## src/rtl/seg7_pkg.sv

```systemverilog
// Shared definitions for the seven-segment scanner.
// Holds the digit count, the BCD payload layout, the active-high segment
// patterns ({g,f,e,d,c,b,a}) and the digit-index encoding.
package seg7_pkg;

    localparam int unsigned NUM_DIGITS = 3;
    localparam int unsigned NIBBLE_W   = 4;
    localparam int unsigned BCD_W      = NIBBLE_W * NUM_DIGITS;
    localparam int unsigned SEG_W      = 7;

    localparam logic [SEG_W-1:0] SEG_0    = 7'h3F;
    localparam logic [SEG_W-1:0] SEG_1    = 7'h06;
    localparam logic [SEG_W-1:0] SEG_2    = 7'h5B;
    localparam logic [SEG_W-1:0] SEG_3    = 7'h4F;
    localparam logic [SEG_W-1:0] SEG_4    = 7'h66;
    localparam logic [SEG_W-1:0] SEG_5    = 7'h6D;
    localparam logic [SEG_W-1:0] SEG_6    = 7'h7D;
    localparam logic [SEG_W-1:0] SEG_7    = 7'h07;
    localparam logic [SEG_W-1:0] SEG_8    = 7'h7F;
    localparam logic [SEG_W-1:0] SEG_9    = 7'h6F;
    localparam logic [SEG_W-1:0] SEG_DASH = 7'h40;

    // Packed BCD word as delivered by the binary-to-BCD stage.
    typedef struct packed {
        logic [NIBBLE_W-1:0] hundreds;
        logic [NIBBLE_W-1:0] tens;
        logic [NIBBLE_W-1:0] ones;
    } bcd_t;

    // Which digit owns the current slot; also the scan order.
    typedef enum logic [1:0] {
        DIG_ONES     = 2'd0,
        DIG_TENS     = 2'd1,
        DIG_HUNDREDS = 2'd2
    } dig_idx_t;

endpackage

```

## src/rtl/seg7_decode.sv

```systemverilog
// Nibble to seven-segment pattern decoder (combinational, active-high).
// Ports:
//   nibble  in   4-bit BCD digit
//   seg_c   out  pattern {g..a}; non-decimal nibbles A-F show a dash
module seg7_decode
    import seg7_pkg::*;
(
    input  logic [NIBBLE_W-1:0] nibble,
    output logic [SEG_W-1:0]    seg_c
);

    always_comb begin
        seg_c = SEG_DASH;
        case (nibble)
            4'd0:    seg_c = SEG_0;
            4'd1:    seg_c = SEG_1;
            4'd2:    seg_c = SEG_2;
            4'd3:    seg_c = SEG_3;
            4'd4:    seg_c = SEG_4;
            4'd5:    seg_c = SEG_5;
            4'd6:    seg_c = SEG_6;
            4'd7:    seg_c = SEG_7;
            4'd8:    seg_c = SEG_8;
            4'd9:    seg_c = SEG_9;
            default: seg_c = SEG_DASH;
        endcase
    end

endmodule

```

## src/rtl/bcd_seg7_scanner.sv

```systemverilog
// Time-multiplexed 3-digit common-anode seven-segment driver.
// Scans ones, tens, hundreds in turn, each slot starting with a dark
// anti-ghosting interval. The BCD value and dp requests are captured once
// per frame so a frame never mixes old and new digits.
// Ports:
//   clk, rst    clock and synchronous active-high reset
//   bcd         packed BCD {hundreds, tens, ones}
//   dp_in       decimal-point request per digit (bit0 = ones)
//   blank_lz    blank leading zeros (sampled live)
//   seg, dp     registered segment / decimal-point drive
//   an          registered anode enables (an[0] = ones)
//   frame_tick  one-cycle pulse after each snapshot
module bcd_seg7_scanner
    import seg7_pkg::*;
#(
    parameter int unsigned REFRESH_DIV    = 50000,
    parameter int unsigned BLANK_CYCLES   = 16,
    parameter bit          SEG_ACTIVE_LOW = 1'b1,
    parameter bit          AN_ACTIVE_LOW  = 1'b1
) (
    input  logic                  clk,
    input  logic                  rst,
    input  logic [BCD_W-1:0]      bcd,
    input  logic [NUM_DIGITS-1:0] dp_in,
    input  logic                  blank_lz,
    output logic [SEG_W-1:0]      seg,
    output logic                  dp,
    output logic [NUM_DIGITS-1:0] an,
    output logic                  frame_tick
);

    localparam int unsigned CNT_W = $clog2(REFRESH_DIV);

    localparam logic [SEG_W-1:0]      SEG_OFF = {SEG_W{SEG_ACTIVE_LOW}};
    localparam logic                  DP_OFF  = SEG_ACTIVE_LOW;
    localparam logic [NUM_DIGITS-1:0] AN_OFF  = {NUM_DIGITS{AN_ACTIVE_LOW}};

    logic [CNT_W-1:0]      div_cnt;
    logic [CNT_W-1:0]      div_cnt_nxt;
    dig_idx_t              dig_idx;
    dig_idx_t              dig_idx_nxt;
    bcd_t                  snap_bcd;
    logic [NUM_DIGITS-1:0] snap_dp;

    logic                  wrap_c;
    logic                  snap_c;
    logic [NIBBLE_W-1:0]   nibble_c;
    logic                  dp_req_c;
    logic [NUM_DIGITS-1:0] an_sel_c;
    logic                  suppress_c;
    logic                  lit_c;
    logic [SEG_W-1:0]      pattern_c;
    logic [SEG_W-1:0]      seg_nxt;
    logic                  dp_nxt;
    logic [NUM_DIGITS-1:0] an_nxt;

    assign wrap_c = (div_cnt == CNT_W'(REFRESH_DIV - 1));
    assign snap_c = (div_cnt == '0) && (dig_idx == DIG_ONES);

    // Slot counter and snapshot registers.
    always_ff @(posedge clk) begin
        if (rst) begin
            div_cnt  <= '0;
            dig_idx  <= DIG_ONES;
            snap_bcd <= '0;
            snap_dp  <= '0;
        end else begin
            div_cnt <= div_cnt_nxt;
            dig_idx <= dig_idx_nxt;
            if (snap_c) begin
                snap_bcd <= bcd_t'(bcd);
                snap_dp  <= dp_in;
            end
        end
    end

    // Next slot position: advance the digit on counter wrap.
    always_comb begin
        div_cnt_nxt = div_cnt + CNT_W'(1);
        dig_idx_nxt = dig_idx;
        if (wrap_c) begin
            div_cnt_nxt = '0;
            case (dig_idx)
                DIG_ONES: dig_idx_nxt = DIG_TENS;
                DIG_TENS: dig_idx_nxt = DIG_HUNDREDS;
                default:  dig_idx_nxt = DIG_ONES;
            endcase
        end
    end

    // Select the active digit and work out leading-zero suppression.
    always_comb begin
        nibble_c   = snap_bcd.ones;
        dp_req_c   = snap_dp[0];
        an_sel_c   = 3'b001;
        suppress_c = 1'b0;
        case (dig_idx)
            DIG_TENS: begin
                nibble_c   = snap_bcd.tens;
                dp_req_c   = snap_dp[1];
                an_sel_c   = 3'b010;
                suppress_c = blank_lz && (snap_bcd.hundreds == 4'd0)
                                      && (snap_bcd.tens == 4'd0);
            end
            DIG_HUNDREDS: begin
                nibble_c   = snap_bcd.hundreds;
                dp_req_c   = snap_dp[2];
                an_sel_c   = 3'b100;
                suppress_c = blank_lz && (snap_bcd.hundreds == 4'd0);
            end
            default: ;
        endcase
    end

    seg7_decode u_decode (
        .nibble (nibble_c),
        .seg_c  (pattern_c)
    );

    // Lit only after the dark interval and when not suppressed; polarity last.
    always_comb begin
        lit_c   = (div_cnt >= CNT_W'(BLANK_CYCLES)) && !suppress_c;
        seg_nxt = (lit_c ? pattern_c : '0) ^ SEG_OFF;
        dp_nxt  = (lit_c && dp_req_c) ^ DP_OFF;
        an_nxt  = (lit_c ? an_sel_c : '0) ^ AN_OFF;
    end

    // Output registers.
    always_ff @(posedge clk) begin
        if (rst) begin
            seg        <= SEG_OFF;
            dp         <= DP_OFF;
            an         <= AN_OFF;
            frame_tick <= 1'b0;
        end else begin
            seg        <= seg_nxt;
            dp         <= dp_nxt;
            an         <= an_nxt;
            frame_tick <= snap_c;
        end
    end

endmodule
```

## config.mk

```make
export PLATFORM = sky130hd
export DESIGN_NAME = bcd_seg7_scanner
export DESIGN_NICKNAME = d
export VERILOG_FILES = /design/src/rtl/seg7_pkg.sv /design/src/rtl/seg7_decode.sv /design/src/rtl/bcd_seg7_scanner.sv
export SDC_FILE = /design/constraint.sdc
export NUM_CORES = 1
export LEC_CHECK = 0
export BUFFER_PORTS_ARGS = -buffer_cell sky130_fd_sc_hd__buf_4
export CORE_MARGIN = 10
export CORE_UTILIZATION = 45
export DETAILED_ROUTE_END_ITERATION = 8
export MAX_ROUTING_LAYER = met4
export PLACE_DENSITY = 0.65
export SLEW_MARGIN = 10
export SYNTH_ARGS = -nofsm -noshare
export SYNTH_HDL_FRONTEND = slang
export SYNTH_SLANG_ARGS = --single-unit
```

## constraint.sdc

```tcl
create_clock -name clk -period 2.5 [get_ports clk]
set_input_delay 0.375 -clock clk [delete_from_list [all_inputs] [get_ports clk]]
set_output_delay 0.375 -clock clk [all_outputs]
set_load 0.05 [all_outputs]
```

## Yosys cells after proc, flatten, opt, wreduce, memory -nomap -nowiden

Memory sizes are Yosys's and may differ from the RTL's.
Index checks and enable logic that the tools add are counted.

| cells by class | value |
|---|---|
| equal/unequal tests | 3 |
| magnitude comparators | 1 |
| shift operators | 0 |
| reductions and logical operators | 11 |
| add/subtract/negate cells | 1 |
| divide/modulo/power cells | 0 |
| multiplexer cells | 7 |
| $mul | 0 |
| bitwise gates (word level) | 3 |

Operators by type and width:

| cell | count |
|---|---|
| $add 16x1->16 const B | 1 |
| $eq 16x16->1 const B | 1 |
| $ge 16x5->1 const B | 1 |
| $logic_not 16->1 | 1 |
| $logic_not 4->1 | 2 |
| $pmux 4 s2 | 1 |
| $mux 7 | 1 |
| $not 7->7 | 1 |
| $pmux 3 s2 | 1 |
| $logic_and 1x1->1 | 5 |
| $pmux 1 s2 | 2 |
| $pmux 2 s2 | 1 |
| $mux 3 | 1 |
| $not 3->3 | 1 |
| $eq 2x1->1 const B | 1 |
| $eq 2x2->1 const B | 1 |
| $logic_not 2->1 | 1 |
| $reduce_or 2->1 | 1 |
| $logic_not 1->1 | 1 |
| $not 1->1 | 1 |

| storage, ports and cells | value |
|---|---|
| bits in read-only memories | 112 |
| latch bits | 0 |
| memories | 1 |
| word-level logic and storage cells | 37 |
| register bits | 45 |
| memory bits (writable) | 0 |

Memories:

| memory | depth | width | read ports | clocked after memory_dff | write ports | RTL line | source |
|---|---|---|---|---|---|---|---|
| (no name shown) | 16 | 7 | 1 | 0 | 0 | seg7_decode.sv:14 | `case (nibble)` |

## Depth between registers and ports, before layout

Gate-level depths: netlist of the first run.

| logic depth | value |
|---|---|
| word-level depth | 8 |
| gate-level depth with buffers | 11 |
| gate-level depth less buffers | 10 |

## Modules after synthesis

A second synthesis of the first run with hierarchy kept.

| unflattened totals | value |
|---|---|
| cell total of the unflattened synthesis | 245 |
| area total of the unflattened synthesis | 2250.9 µm² |

Modules (own cells, without submodules):

| module | area an instance (µm²) | instances | sequential area each (µm²) | cells an instance |
|---|---|---|---|---|
| bcd_seg7_scanner | 2023.2 | 1 | 900.9 | 216 |
| seg7_decode | 227.7 | 1 | 0.0 | 29 |

## Least setup slack after synthesis of the first run

Ideal clock, no wire load.

| path | value |
|---|---|
| kind | flip-flop to flip-flop |
| start point | register dig_idx[0] |
| end point | register seg[1] |
| cell stages (with the launch flop) | 11 |
| setup time | 0.147 ns |
| buffers on the path | 1 |
| arrival | 1.922 ns |
| slack | 0.431 ns |
| cell sequence | dfxtp_1 > inv_1 > ha_1 > clkbuf_1 > nor2_1 > a21oi_1 > inv_1 > ha_1 > inv_1 > o21ai_0 > nand2_1 |

| on the way | value |
|---|---|
| word-level cells in the longest chain between the ends | 6 |
| elaborated cells between the ends (all ways) | 9 |
| those cells by class | eq/ne (2); mux (3); bitwise (1); reduce/logical (2); memory (1) |

Ends and longest elaborated chain:

| element | RTL line | source |
|---|---|---|
| start: declaration | bcd_seg7_scanner.sv:40 | `dig_idx_t dig_idx;` |
| start signal: assignment | bcd_seg7_scanner.sv:69 | `dig_idx <= dig_idx_nxt;` |
| parallel branches: the longest is 4 deep, another holds $mem_v2 16x7 | -- |  |
| $mux 7 * | bcd_seg7_scanner.sv:123 | `seg_nxt = (lit_c ? pattern_c : '0) ^ SEG_OFF;` |
| $not 7->7 (no source line) * | -- |  |
| end signal: assignment | bcd_seg7_scanner.sv:136 | `seg <= seg_nxt;` |
| end: declaration | bcd_seg7_scanner.sv:26 | `output logic [SEG_W-1:0] seg,` |

Mark *: on every way between the ends.
A chain may end at the register's enable or synchronous reset.

## Final worst setup path of the first run

Same ends and word-level chain as after synthesis.

==> results of run 1 <==
-- per-stage QoR --
| step | power (mW) | instance area (um2) | util, % |
|---|---|---|---|
| 3_3_place_gp | 0.9605 | 2280 | 52.36 |
| 4_1_cts | 1.495 | 2384 | 54.74 |
| 3_5_place_dp | 0.9606 | 2280 | 52.36 |
| 2_1_floorplan | 0.9133 | 2019 | - |
| 6_report | 1.473 | 2389 | 54.86 |
| 5_1_grt | 1.543 | 2389 | 54.86 |
-- power breakdown --
part | internal (mW) | switching, mW | total [mW]
clock network | 0.291 | 0.239 | 0.530
registers | 0.745 | 0.0236 | 0.769
logic | 0.0851 | 0.0898 | 0.175
-- placed cells by master, fill, tap and decap left out, types with 5 or more instances in the layout --
cell type,instances
nand3_1,9
clkbuf_8,5
ha_1,11
nor2_1,51
o21ai_0,5
nand2_1,15
xnor2_1,11
buf_4,30
dfxtp_1,45
inv_1,13
mux2i_1,19
-- registers in the layout, indices dropped and copies added, names as in the netlist --
| signal | cells |
|---|---|
| seg | 7 |
| dig_idx | 2 |
| dp | 1 |
| snap_bcd | 12 |
| frame_tick | 1 |
| an | 3 |
| div_cnt | 16 |
| snap_dp | 3 |
-- what timing repair did --
action	CTS	global route
hold endpoints to repair	0	0
resized for setup	0	1
setup endpoints to repair	0	3
-- how the worst max path moves through the flow --
stage / cells after the start / slack, ns / endpoint
floorplan: 10 / 0.43 / seg[1]
global placement: 6 / 0.34 / seg[0]
detailed placement: 6 / 0.26 / seg[6]
CTS: 6 / 0.25 / seg[6]
global route: 8 / 0.12 / seg[3]
finish: 9 / 0.31 / seg[1]
-- cells in the mapped netlist (all sizes together) --
library cell / number / area share [%]
xnor2: 11 / 4.8
nand3: 9 / 2.2
o21bai: 1 / 0.37
a31oi: 1 / 0.31
nand2: 15 / 2.8
mux2i: 19 / 9.4
buf: 2 / 0.74
a22o: 1 / 0.43
a31o: 1 / 0.43
dfxtp: 45 / 45
or3: 3 / 0.93
nor3: 4 / 0.99
o211ai: 1 / 0.37
or4: 2 / 0.93
clkbuf: 4 / 0.74
a21o: 1 / 0.37
o21ai: 5 / 1.2
nand4: 2 / 1.4
or2: 1 / 0.31
a2bb2oi: 1 / 0.43
inv: 13 / 2.4
and3: 4 / 1.2
a22oi: 3 / 1.1
nor2: 51 / 9.5
ha: 11 / 6.8
o221ai: 1 / 0.43
xor2: 3 / 1.3
o32ai: 1 / 0.43
a21oi: 4 / 0.99
nor4: 3 / 1.7
nand2b: 1 / 0.31
-- layer usage --
| layer | GRT usage [%] | vias to the layer above |
|---|---|---|
| met4 | 5.302 | 0 |
| met3 | 2.434 | 5 |
| met5 | - | - |
| met1 | 14.72 | 696 |
| met2 | 15.72 | 26 |
| li1 | - | 810 |
-- logic make-up (layout without fill, tap and decap cells) --
family | count (synthesis) | in the layout | share of synthesized area, %
mux | 19 | 19 | 9.417
simple gates | 95 | 95 | 22.24
fa+ha+maj | 11 | 11 | 6.815
flops | 45 | 45 | 44.61
compound gates | 21 | 21 | 6.940
buf+inv | 19 | 50 | 3.903
xor+xnor | 14 | 14 | 6.072
-- final cells by class --
cell class / count / area (um2) / share of cell area, %
Inverter: 13 / 48.80 / 2.043
Clock inverter: 2 / 35.03 / 1.467
Sequential cell: 45 / 900.9 / 37.72
Clock buffer: 5 / 68.82 / 2.881
Tap cell: 52 / 65.06 / 2.724
Timing Repair Buffer: 30 / 225.2 / 9.429
Multi-Input combinational cell: 160 / 1045 / 43.74
-- critical path, stage by stage, from the launching register on --
cell,delay (ns)
dfxtp_1,0.38
inv_1,0.08
ha_1,0.50
nor2_1,0.07
a21oi_1,0.30
inv_1,0.15
ha_1,0.33
inv_1,0.04
o21ai_0,0.15
nand2_1,0.07
==> flow_summary_export.csv, run 1 <==
group,metric,value,unit
route,drt_wl_total,3920,um
clock_network,cts.sinks,45,
sta,rsz0062_at_grt,"no",
route,first_pass_iters,4,
sta,maxSlewViolCount,0,
sta,min_period_over_period,87.47,%
floorplan,start_util,46.38,%
setup_path,critPathKind,"flop to flop",
route,ant_nets,0,
placement,port_buffers,29,
clock_network,cts.htree.levels,2,
setup_path,cp.arrival,2.35,ns
pwr,vdd_ir_drop_max,0.2886,mV
floorplan,ios,30,
sta,setup_violations,0,
pwr,power.density,616.8,nW/um2
route,vias_per_cell,5.007,
setup_path,rr_endpoint,"seg[1]",
route,drt_iter0_drc,96,
logic_synthesis,synth_fp_nets,253,
placement,dp_slack,0.2551,ns
sta,slew_headroom,60.54,%
clock_network,clockBufferDepth,2,
route,drc,0,
final_layout,antenna_cells,0,
setup_path,cp_max_fo,13,
worst_hold_path,holdPathEnd,"snap_bcd[2]",
setup_path,cp-end-kind,"flop",
setup_path,ff2ff_setup_slack,0.31,ns
floorplan,dieWidth,86.99,um
logic_synthesis,yosysWarnings,0,
final_layout,final_nets,284,
sta,holdWs,0.2985,ns
logic_synthesis,yosysSeqAreaShare,44.61,%
worst_hold_path,min_path_cells,3,
sta,skew,0.01101,ns
logic_synthesis,synth_seq_cells,45,
placement,dp_hpwl,2846,um
sta,setup_tns,0,ns
grt,grt_pass1_wl,6720,um
route,wl_per_cell,12.77,um
run_status,status,"finished clean",
final_layout,fin_cells,307,
clock_network,cts_hold_buf,0,
logic_synthesis,syn_inst,224,
route,met3_length,120,um
placement,routabilityCongestion,0.7878,
setup_path,worstSetupStartpoint,"dig_idx[0]",
grt,antenna_found_initial,0,
grt,grt_use_total,11.17,%
floorplan,rows,24,
clock_network,clk_pin_slew_worst_paths,0.09,ns
final_layout,area_growth,18.28,%
route,drt-met1-wl,2083,um
worst_hold_path,min-delay-start,"bcd[2]",
logic_synthesis,syn-cell-area,2019,um2
grt,grt_pass1_vias,1476,
job,drv_cap,0,
sta,tightest_slew,0.5887,ns
route,highest_layer,"met4",
setup_path,r2r-start,"dig_idx[0]",
setup_path,worstPathRequired,2.67,ns
logic_synthesis,syn_area_per_cell,9.015,um2
route,met2_length,1636,um
sta,period_minus_slack,2.187,ns
sta,fin_ws,0.3132,ns
clock_network,root_buffer,"clkbuf_8",
logic_synthesis,ys_types,35,
floorplan,core_area,4354,um2
floorplan,die_y,86.99,um
setup_path,rr_worst_depth,9,
worst_hold_path,hold_path_class,"primary input to flop",
placement,place_inst,300,
floorplan,design.die.area,7567,um2
clock_network,cts_tree,"yes",
clock_network,cts_setup_buffers,0,
grt,grt_max_degree,23,
clock_network,numCtsBuffers,5,
sta,hold_viol,0,
sta,max_freq,457.3,MHz
clock_network,clock_latency,0.30,ns
route,routed-via-count,1537,
final_layout,drive_above_1_share,16.86,%
grt,grt_overflow,0,
pwr,total_leakage_power,1.005,nW
final_layout,fillers,402,
setup_path,cp-start-kind,"flop",
(Power assumes the default switching activity.)
==> run 2, diff against run 1 <==
--- a/config.mk
+++ b/config.mk
@@ -7,10 +7,10 @@
 export LEC_CHECK = 0
 export BUFFER_PORTS_ARGS = -buffer_cell sky130_fd_sc_hd__buf_4
 export CORE_MARGIN = 10
-export CORE_UTILIZATION = 45
+export CORE_UTILIZATION = 40
 export DETAILED_ROUTE_END_ITERATION = 8
+export GPL_ROUTABILITY_DRIVEN = 0
 export MAX_ROUTING_LAYER = met4
-export PLACE_DENSITY = 0.65
 export SLEW_MARGIN = 10
 export SYNTH_ARGS = -nofsm -noshare
 export SYNTH_HDL_FRONTEND = slang
==> run 2 against run 1 <==
Effect of this change:
- clock power decreased by 16%
- largest power group unchanged
- power decreased by 5.7%
- highest routed layer unchanged
- via count decreased by 0.59%
- fmax decreased by 0.96%
- design area about the same
- sequential cell count unchanged
- hold slack improved by 0.012 ns
- setup slack got worse by 0.021 ns
==> flow_summary_export.csv, run 2 (synthesis results as in run 1) <==
group,metric,value,unit
run_status,status,"finished clean",
setup_path,rr_worst_depth,9,
clock_network,root_buffer,"clkbuf_8",
setup_path,path_cells,"inv_1 > ha_1 > nor2_1 > a21oi_1 > inv_1 > ha_1 > inv_1 > o21ai_0 > nand2_1",
setup_path,critPathSlowestCell,"ha_1",
sta,setup_violations,0,
setup_path,crit_buf_inv,3,
floorplan,die_y,91.06,um
grt,antenna_found_initial,0,
final_layout,fin_cells,322,
final_layout,final_nets,284,
sta,holdWs,0.3108,ns
setup_path,cp-end-kind,"flop",
clock_network,cts_hold_buf,0,
placement,place_inst,315,
route,ant_nets,0,
floorplan,core_area,4817,um2
sta,hold_viol,0,
final_layout,utilization,49.61,%
route,routed-via-count,1528,
grt,grt_overflow,0,
final_layout,largest_reg_flops,16,
setup_path,cp-start-kind,"flop",
job,drv_cap,0,
setup_path,crit_cells,9,
worst_hold_path,min_path_cells,3,
setup_path,worstPathRequired,2.66,ns
route,drc,0,
pwr,power.density,581.2,nW/um2
final_layout,antenna_cells,0,
sta,fin_ws,0.2921,ns
clock_network,cts_setup_buffers,0,
sta,min_period_over_period,88.32,%
route,first_pass_iters,4,
worst_hold_path,hold_path_class,"primary input to flop",
sta,skew,0.003825,ns
clock_network,numCtsBuffers,5,
sta,tightest_slew,0.6026,ns
final_layout,area_growth,18.34,%
setup_path,cp.arrival,2.37,ns
final_layout,layout_common_cells,"51 x nor2_1, 45 x dfxtp_1, 30 x buf_4",
sta,rsz0062_at_grt,"no",
grt,grt_use_total,10.46,%
final_layout,design_area,2390,um2
grt,grt_pass1_vias,1491,
route,vias_per_cell,4.745,
final_layout,layout_commonest_cell,"nor2_1",
placement,port_buffers,29,
sta,period_minus_slack,2.208,ns
grt,grt_pass1_wl,7155,um
setup_path,critical_path.max_stage_delay,0.50,ns
setup_path,critPathKind,"flop to flop",
pwr,p_total,1.389,mW
clock_network,cts.sinks,45,
floorplan,rows,25,
placement,dp_hpwl,3041,um
sta,maxSlewViolCount,0,
clock_network,clk_pin_slew_worst_paths,0.08,ns
clock_network,clockBufferDepth,2,
final_layout,reg_top3,"div_cnt (16), snap_bcd (12), seg (7)",
setup_path,cp_max_fo,13,
sta,max_freq,452.9,MHz
clock_network,cts_tree,"yes",
final_layout,drive_above_1_share,16.47,%
floorplan,dieWidth,91.06,um
grt,grt_max_degree,23,
route,wl_per_cell,12.64,um
floorplan,ios,30,
floorplan,start_util,41.92,%
sta,setup_tns,0,ns
floorplan,design.die.area,8291,um2
placement,dp_slack,0.3153,ns
route,drt_iter0_drc,80,
clock_network,cts.htree.levels,2,
route,drt_wl_total,4069,um
clock_network,clock_latency,0.29,ns
sta,slew_headroom,59.83,%
final_layout,largest-register,"div_cnt",
pwr,vdd_ir_drop_max,0.3478,mV
setup_path,critical-path-top-delay-family,"adder cells",
pwr,total_leakage_power,0.9954,nW
placement,place_area,2298,um2
setup_path,critPathMostFrequentCell,"inv_1",
==> run 2: changes by cell type in the layout (fill, tap and decap cells not counted) <==
cell       before  now
bufinv_16       1    0
clkbuf_8        5    6
clkbuf_1        0    1
clkinv_2        1    0
==> run 2: final cells by class <==
| type | instances | area (um2) |
|---|---|---|
| tap | 67 | 83.83 |
| timing repair buffer | 30 | 225.2 |
| fill | 491 | 2427 |
| sequential | 45 | 900.9 |
| clock buffer | 7 | 86.33 |
| inverter | 13 | 48.80 |
| multi-input combinational | 160 | 1045 |
==> run 2: worst paths after layout <==
check                                 from            to  slack, ns
worst min register to register  div_cnt[0]    div_cnt[0]       0.49
worst min-delay path               bcd[11]  snap_bcd[11]       0.31
worst max register to register  dig_idx[0]        seg[1]       0.29
worst max-delay path            dig_idx[0]        seg[1]       0.29
==> run 2: what timing repair did <==
action | 4_1_cts | 5_1_grt
hold endpoints to repair | 0 | 0
gates resized for setup | 0 | 1
endpoints found under the setup margin | 0 | 3
==> run 2: worst register-to-register path: stages, from the launching register on <==
cell and delay, ns:
dfxtp_1 0.40, inv_1 0.08, ha_1 0.50, nor2_1 0.08, a21oi_1 0.29, inv_1 0.14
ha_1 0.32, inv_1 0.04, o21ai_0 0.15, nand2_1 0.07
==> run 2: power by group <==
part / switching [mW] / internal (mW) / total (mW)
clock: 0.225 / 0.219 / 0.444
sequential: 0.0234 / 0.745 / 0.768
combinational: 0.0909 / 0.0851 / 0.176
total: 0.339 / 1.05 / 1.39
==> run 2: layer usage <==
metal	wire length, um	global-route usage, %
met1	2092	13.68
met2	1792	15.10
met3	129	2.634
met4	54	3.916
met5	0	-
==> run 3, diff against run 2 <==
==> constraint.sdc (replaced) <==
create_clock -name clk -period 1.9 [get_ports clk]
set_input_delay 0.285 -clock clk [delete_from_list [all_inputs] [get_ports clk]]
set_output_delay 0.285 -clock clk [all_outputs]
set_load 0.05 [all_outputs]
==> run 3 against run 2 <==
Effect of this change:
- via count up 3.6%
- fmax is 18% higher
- non-clock buffer count rose by 19
- clock skew rose by 0.0051 ns
- critical endpoint is now snap_bcd[9]
- first-iteration DRC count up 2.5%
- power grew 33%
- hold slack worse by 0.097 ns
- routed wire length up 8.2%
- sequential cell count stayed put
- largest cell class unchanged
==> flow_summary_export.csv, run 3 (synthesis results as in run 1) <==
group,metric,value,unit
grt,grt_pass1_vias,1492,
setup_path,worstSetupStartpoint,"div_cnt[8]",
setup_path,critPathSlowestCell,"or4_4",
worst_hold_path,min-delay-start,"bcd[11]",
final_layout,layout_common_cells,"50 x nor2_1, 48 x buf_4, 42 x dfxtp_1",
clock_network,cts_tree,"yes",
final_layout,final_nets,303,
route,vias_per_cell,4.629,
sta,period_minus_slack,1.867,ns
grt,grt_overflow,0,
route,ant_nets,0,
placement,dp_hpwl,3197,um
sta,slew_headroom,80.34,%
sta,min_period_over_period,98.26,%
job,drv_cap,0,
final_layout,drive_above_1_share,27.64,%
final_layout,reg_top3,"div_cnt (16), snap_bcd (12), seg (7)",
sta,setup_tns,0,ns
grt,grt_max_degree,23,
route,drt_iter0_drc,82,
setup_path,critPathKind,"flop to flop",
floorplan,die_y,91.06,um
route,drc,0,
sta,maxSlewViolCount,0,
clock_network,clockBufferDepth,2,
floorplan,rows,25,
sta,tightest_slew,0.2927,ns
pwr,vdd_ir_drop_max,0.5799,mV
route,routed-via-count,1583,
sta,skew,0.008974,ns
grt,grt_pass1_wl,7176,um
clock_network,numCtsBuffers,5,
sta,hold_viol,0,
sta,max_freq,535.6,MHz
clock_network,clock_latency,0.30,ns
setup_path,worstPathRequired,2.09,ns
floorplan,start_util,41.92,%
placement,place_area,2452,um2
grt,antenna_found_initial,0,
setup_path,cp-end-kind,"flop",
final_layout,antenna_cells,0,
floorplan,core_area,4817,um2
sta,fin_ws,0.03309,ns
grt,grt_use_total,10.60,%
setup_path,cp_max_fo,16,
sta,holdWs,0.2133,ns
pwr,p_total,1.853,mW
setup_path,ff2ff_setup_slack,0.03,ns
final_layout,layout_commonest_cell,"nor2_1",
setup_path,r2r-start,"div_cnt[8]",
pwr,total_leakage_power,1.106,nW
floorplan,design.die.area,8291,um2
sta,setup_violations,0,
worst_hold_path,hold_path_class,"primary input to flop",
route,first_pass_iters,4,
placement,dp_slack,-0.04040,ns
setup_path,cp-start-kind,"flop",
clock_network,root_buffer,"clkbuf_8",
sta,rsz0062_at_grt,"yes",
run_status,status,"finished clean",
route,wl_per_cell,12.88,um
final_layout,design_area,2638,um2
final_layout,area_growth,30.61,%
floorplan,dieWidth,91.06,um
final_layout,largest_reg_flops,16,
final_layout,largest-register,"div_cnt",
setup_path,cp.arrival,2.06,ns
clock_network,cts.htree.levels,2,
setup_path,critical_path.max_stage_delay,0.54,ns
placement,port_buffers,29,
clock_network,clk_pin_slew_worst_paths,0.09,ns
route,drt_wl_total,4404,um
pwr,power.density,702.7,nW/um2
clock_network,cts_hold_buf,0,
floorplan,ios,30,
setup_path,path_cells,"or4_4 > nor4_4 > nand4_4 > buf_12 > mux2i_1 > nor2_1",
clock_network,cts.sinks,45,
-- run 3: cell count changes in the layout (fill, tap and decap cells not counted), moves of 2 or more --
| cell | delta |
|---|---|
| buf_4 | +18 |
| dfxtp_4 | +2 |
| clkinv_2 | +2 |
| a22oi_2 | +2 |
| ha_1 | -3 |
| ha_4 | +3 |
| dfxtp_1 | -3 |
| a22oi_1 | -2 |
-- run 3: report_power, final --
part | internal, mW | switching, mW | total [mW] | leakage [nW]
Clock | 0.255 | 0.322 | 0.577 | 0.0450
Combinational | 0.139 | 0.128 | 0.267 | 0.692
Sequential | 0.977 | 0.0321 | 1.01 | 0.369
-- run 3: area by class of cell --
type,count,area (um2)
clock buffers,6,72.57
clock inverters,2,10.01
fillers,475,2180
repair buffers,49,380.4
flip-flops and latches,45,909.6
inverters,13,48.80
multi-input cells,160,1132
well taps,67,83.83
-- run 3: worst max-delay path: cells and delay by family, from the launching register on --
family        cells  cell delay, ns
flops             1            0.33
buf+inv           1            0.19
mux               1            0.17
simple gates      4            1.06
-- run 3: per-stage QoR --
step | cells | util (%)
finish | 342 | 54.75
global route | 342 | 54.75
CTS | 340 | 52.68
floorplan | 224 | -
detailed placement | 332 | 50.91
global placement | 332 | 50.91
-- run 3: final timing paths --
path	end	cells after the start
hold / removal	snap_bcd[11]	3
hold reg to reg	snap_dp[1]	2
setup reg to reg	snap_bcd[9]	6
setup / recovery	snap_bcd[9]	6
-- run 3: repair_timing --
| action | 4_1_cts | 5_1_grt |
|---|---|---|
| pin swaps | 0 | 1 |
| buffers inserted | 0 | 2 |
| gates resized for setup | 1 | 20 |
| endpoints found under the setup margin | 4 | 16 |
-- run 3: per-layer routing --
layer  part of all wire (%)  track usage (%)
met3                    4.2            3.292
met4                    1.9            3.525
met1                     52            14.16
met5                      0                -
met2                     42            14.68
